## config.mk

```make
export PLATFORM = sky130hd
export DESIGN_NAME = tank_sprite_ctl
export DESIGN_NICKNAME = d
export VERILOG_FILES = /design/src/rtl/tank_sprite_ctl.sv
export SDC_FILE = /design/constraint.sdc
export NUM_CORES = 1
export LEC_CHECK = 0
export CAP_MARGIN = 0
export CORE_MARGIN = 4
export CORE_UTILIZATION = 30
export CTS_BUF_LIST = sky130_fd_sc_hd__clkbuf_4 sky130_fd_sc_hd__clkbuf_8
export DETAILED_ROUTE_END_ITERATION = 16
export SYNTH_ARGS = -nofsm -noshare
export SYNTH_HDL_FRONTEND = slang
export SYNTH_SLANG_ARGS = --single-unit
```

## constraint.sdc

```tcl
create_clock -name pclk -period 7.9 [get_ports pclk]
set_clock_uncertainty 0.1 [all_clocks]
set_input_delay 0.79 -clock pclk [delete_from_list [all_inputs] [get_ports pclk]]
set_output_delay 0.79 -clock pclk [all_outputs]
set_load 0.1 [all_outputs]
```

## src/rtl/tank_sprite_ctl.sv

```systemverilog
// tank_sprite_ctl: overlays two tanks sharing one sprite ROM onto the VGA stream.
module tank_sprite_ctl #(
  parameter int          TANK_W  = 48,
  parameter int          TANK_H  = 64,
  parameter logic [11:0] KEY_RGB = 12'hF0F
) (
  input  logic        pclk,
  input  logic        rst,
  input  logic [10:0] hcount_in,
  input  logic [10:0] vcount_in,
  input  logic        hsync_in,
  input  logic        vsync_in,
  input  logic        hblnk_in,
  input  logic        vblnk_in,
  input  logic [11:0] rgb_in,
  input  logic [10:0] xpos0,
  input  logic [10:0] ypos0,
  input  logic [10:0] xpos1,
  input  logic [10:0] ypos1,
  input  logic        en0,
  input  logic        en1,
  output logic [11:0] rom_addr,
  input  logic [11:0] rom_rgb,
  output logic [10:0] hcount_out,
  output logic [10:0] vcount_out,
  output logic        hsync_out,
  output logic        vsync_out,
  output logic        hblnk_out,
  output logic        vblnk_out,
  output logic [11:0] rgb_out
);
  logic [10:0] x0_q, y0_q, x1_q, y1_q;
  logic        en0_q, en1_q, vb_q;
  logic        hit1_q, hit2_q;
  logic [37:0] p1_q, p2_q;
  logic        hit0, hit1;
  logic [10:0] xs, ys;
  logic [5:0]  dx, dy;

  function automatic logic in_box(input logic en, input logic [10:0] h, v, x, y);
    // widen to 12 bits so x+TANK_W near 2047 does not wrap
    return en && ({1'b0, h} >= {1'b0, x}) && ({1'b0, h} < {1'b0, x} + 12'(TANK_W)) &&
           ({1'b0, v} >= {1'b0, y}) && ({1'b0, v} < {1'b0, y} + 12'(TANK_H));
  endfunction

  always_comb begin
    hit0 = !hblnk_in && !vblnk_in && in_box(en0_q, hcount_in, vcount_in, x0_q, y0_q);
    hit1 = !hblnk_in && !vblnk_in && in_box(en1_q, hcount_in, vcount_in, x1_q, y1_q);
    xs   = hit0 ? x0_q : x1_q;
    ys   = hit0 ? y0_q : y1_q;
    dx   = 6'(hcount_in - xs);
    dy   = 6'(vcount_in - ys);
  end

  always_ff @(posedge pclk) begin
    if (rst) begin
      {x0_q, y0_q, x1_q, y1_q, en0_q, en1_q, vb_q} <= '0;
      {hit1_q, hit2_q, p1_q, p2_q, rom_addr} <= '0;
      {hcount_out, vcount_out, hsync_out, vsync_out, hblnk_out, vblnk_out, rgb_out} <= '0;
    end else begin
      vb_q <= vblnk_in;
      if (vblnk_in && !vb_q) begin
        {x0_q, y0_q, en0_q} <= {xpos0, ypos0, en0};
        {x1_q, y1_q, en1_q} <= {xpos1, ypos1, en1};
      end
      if (hit0 || hit1) rom_addr <= {dy, dx};
      hit1_q <= hit0 || hit1;
      hit2_q <= hit1_q;
      p1_q   <= {hcount_in, vcount_in, hsync_in, vsync_in, hblnk_in, vblnk_in, rgb_in};
      p2_q   <= p1_q;
      {hcount_out, vcount_out, hsync_out, vsync_out, hblnk_out, vblnk_out} <= p2_q[37:12];
      rgb_out <= (hit2_q && rom_rgb != KEY_RGB) ? rom_rgb : p2_q[11:0];
    end
  end
endmodule

```

==> summary.txt <==
Critical path
  – CP max stage cell: nand4_2
  – Reg2reg setup slack: 2.69 ns
  – Crit end category: flip-flop
  – Critical path class: reg -> reg
  – Max FO, Critical Path: 21
  – Worst EP required: 8.15 ns
  – R2R Path Start: x0_q[4]
  – CP Data Arrival Time: 5.46 ns
  – Cell mode on critical path: a21oi_1
  – Slowest stage delay, CP: 0.63 ns
  – Cells along the critical path: inv_1, ha_1, nor3_1, nand3_1, xnor2_1, ha_1, a21oi_1, a21oi_1, a31o_1, a2111oi_2, nand4_2, a21oi_1, ha_1, a21o_1, a21o_1, a21o_1, a21oi_1, xor2_1, xnor2_1, a211oi_1
  – Reg2reg path depth: 20
  – Critical path launch point type: flip-flop
  – Buffers plus inverters on the worst setup path: 1
  – Worst R2R End: rom_addr[5]
  – Delay-heaviest family, CP: compound AO/OA/AOI/OAI gates

STA
  – RSZ-0062 raised after global routing: no
  – Hold_ws: 0.3270 ns
  – Rel. slew slack: 24.34%
  – Final slew viol count: 0
  – Fin. Hold Viols: 0
  – Final-report setup violation count: 0
  – Tightest Pin Transition: 1.135 ns
  – Tmin final: 5.211 ns
  – Highest clock rate: 0.1919 GHz
  – Final worst setup slack: 2.689 ns
  – TNS Setup: 0 ns
  – Final period util: 65.97%

Floorplanning
  – Die H: 169.0 um
  – Placement Rows: 58
  – Core area: 25330 um2
  – Die area: 28550 um2
  – # IOs: 148
  – DIE WIDTH: 169.0 um
  – Initial core utilization: 30.69%

Min path
  – Worst hold start: p1_q[30]
  – WHS Path Cells: 1
  – Hold path endpoint: p2_q[30]
  – Worst Hold Class: reg -> reg

CTS
  – Cts bufs inserted: 17
  – H-tree depth: 4
  – Worst-Skew Late Latency: 0.45 ns
  – CTS tree: yes
  – Clock root cell: clkbuf_8
  – CTS Buffer Depth: 2
  – Post-CTS setup repair buffer count: 0
  – Reg clk slew, reported paths: 0.09 ns
  – CTS Sinks: 174
  – PostCTS Resize Cnt: 0
  – Post-CTS Hold Buffers: 0

GRT
  – Pin count of the biggest net entering global routing: 92
  – First-pass GRT wire length: 29.93 mm
  – GRT Overall Usage: 13.16%
  – Gr ovfl total: 0
  – Vias in the first global route: 5829
  – Initial antenna violation count: 0

Finish
  – Final net count: 1153
  – Final Non-Filler Cells: 1314
  – Share of layout cells above drive strength 1: 5.183%
  – # fillers: 2530
  – Area Growth Syn to Fin: 27.77%
  – ANT cells: 0

Pwr
  – PD cells: 186.2 nW/um2
  – Share of power burned in registers: 50.4%
  – Maximum VDD drop: 0.09585 mV
  – Power share of the combinational group: 17.0%
  – Pint: 1.316 mW
  – Switching Share: 28.84%
  – Switch Pwr: 0.5333 mW
  – Clk network pwr share: 32.7%
  – Leak: 3.863 nW

Route
  – Antenna-violating nets left: 0
  – Residual DRC: 0
  – Via/cell ratio: 4.451
  – First-pass iteration count of the detailed router: 4
  – Routed wire per std cell: 14.27 um
  – DR vias: 5849
  – Initial DRC Count: 277
  – Final wirelength: 18.76 mm

Yosys
  – Number of synthesized flops with an enable pin: 0
  – Synth Net Count: 1017
  – Mapped Area: 7772 um2
  – Synth warn: 0
  – Register area share after synthesis: 44.82%
  – Seq cells post-synth: 174
  – Post-synth ARST share: 0%
  – Unique masters post-synth: 58
  – Mapped Avg Cell Area: 9.308 um2
  – Most common flop cell mapped by yosys: dfxtp_1
  – Mapped Cells: 835

Placement
  – Inst Count DP: 1282
  – DPL Wire Length: 13.95 mm
  – Final Wtd Congestion: 0.8284
  – Port buffer count: 147
  – Pre-CTS setup slack: 2.470 ns

Status
  – Status: completed

Flow run
  – Max-cap viol count: 0
[area by class of cell]
type	count	area [um2]	share of cell area (%)
timing repair buffer	151	1499	15.09
clock buffer	19	249.0	2.507
clock inverter	13	127.6	1.285
sequential	174	3483	35.08
multi-input combinational	577	3971	39.99
tap	330	412.9	4.158
inverter	50	187.7	1.890
[placed cells by master, fill, tap and decap left out, types with 8 or more instances in the layout]
cell / instances
mux2i_1: 16
dfxtp_1: 174
nand3_1: 10
ha_1: 82
a211oi_1: 8
clkbuf_8: 17
inv_1: 50
clkdlybuf4s50_1: 146
o21ai_0: 13
a21oi_1: 81
a21o_1: 9
o211ai_1: 8
xnor2_1: 21
nor2b_1: 104
nor2_1: 45
nand2_1: 108
[logic make-up after synthesis]
group,share of synthesized area [%]
compound gates,12.70
xor+xnor,2.930
fa+ha+maj,13.72
buf+inv,4.362
flops,44.82
mux,2.640
simple gates,18.83
[metrics by stage]
stage / cell area [um2] / total power, mW / utilization [%]
final: 9931 / 1.849 / 39.21
after global routing: 9931 / 1.957 / 39.21
after CTS: 9931 / 1.883 / 39.21
after detailed placement: 9554 / 1.266 / 37.72
after global placement: 9554 / 1.262 / 37.72
after floorplan: 7772 / 1.150 / -
[per-layer routing]
metal / GRT usage (%) / wire length [um] / vias up
met5: 0 / 0 / -
met4: 4.587 / 434 / 0
met2: 19.70 / 7859 / 153
met1: 18.17 / 9397 / 2603
met3: 3.737 / 1063 / 23
li1: - / - / 3070
[registers in the layout, indices dropped and copies added, names as in the netlist]
| signal | cells |
|---|---|
| p1_q | 38 |
| en0_q | 1 |
| hit2_q | 1 |
| vsync_out | 1 |
| rgb_out | 12 |
| hcount_out | 11 |
| y0_q | 11 |
| rom_addr | 12 |
| x1_q | 11 |
| hsync_out | 1 |
| hblnk_out | 1 |
| vblnk_out | 1 |
| hit1_q | 1 |
| vcount_out | 11 |
| p2_q | 38 |
| x0_q | 11 |
| en1_q | 1 |
| y1_q | 11 |
[worst reg2reg max path, delay by kind of cell (launching register included)]
family / cells / cell delay, ns
AOI/OAI and AO/OA: 10 / 2.14
xor gates and xnor gates: 3 / 0.42
adders and majority gates: 3 / 0.84
buffers and inverters: 1 / 0.12
DFF: 1 / 0.44
and+or+nand+nor: 3 / 1.08
[how the worst max path moves through the flow]
stage	from	endpoint	slack, ns	cells past startpoint
5_1_grt	x0_q[4]	rom_addr[5]	2.20	20
3_3_place_gp	vcount_in[6]	rom_addr[5]	2.61	16
4_1_cts	x0_q[4]	rom_addr[5]	2.70	20
3_5_place_dp	vcount_in[6]	rom_addr[5]	2.47	16
2_1_floorplan	x0_q[4]	rom_addr[5]	3.50	22
6_report	x0_q[4]	rom_addr[5]	2.69	20
[Yosys cell counts, drive strengths merged (13+ instances only)]
| cell | count | area (um2) |
|---|---|---|
| o21ai | 13 | 65.06 |
| nor2b | 105 | 656.9 |
| nor2 | 47 | 181.4 |
| a21oi | 81 | 405.4 |
| dfxtp | 174 | 3483 |
| ha | 82 | 1026 |
| mux2i | 17 | 182.7 |
| inv | 50 | 187.7 |
| nand2 | 108 | 405.4 |
| xnor2 | 21 | 183.9 |
| clkbuf | 24 | 90.09 |
[power groups by stage]
stage	combinational [mW]	clock [mW]	sequential, mW
final	0.314	0.604	0.931
after global routing	0.350	0.670	0.936
after CTS	0.316	0.635	0.932
after detailed placement	0.314	0	0.952
after global placement	0.311	0	0.951
after floorplan	0.163	0	0.986
No activity file was read; power rests on OpenSTA's default activity.
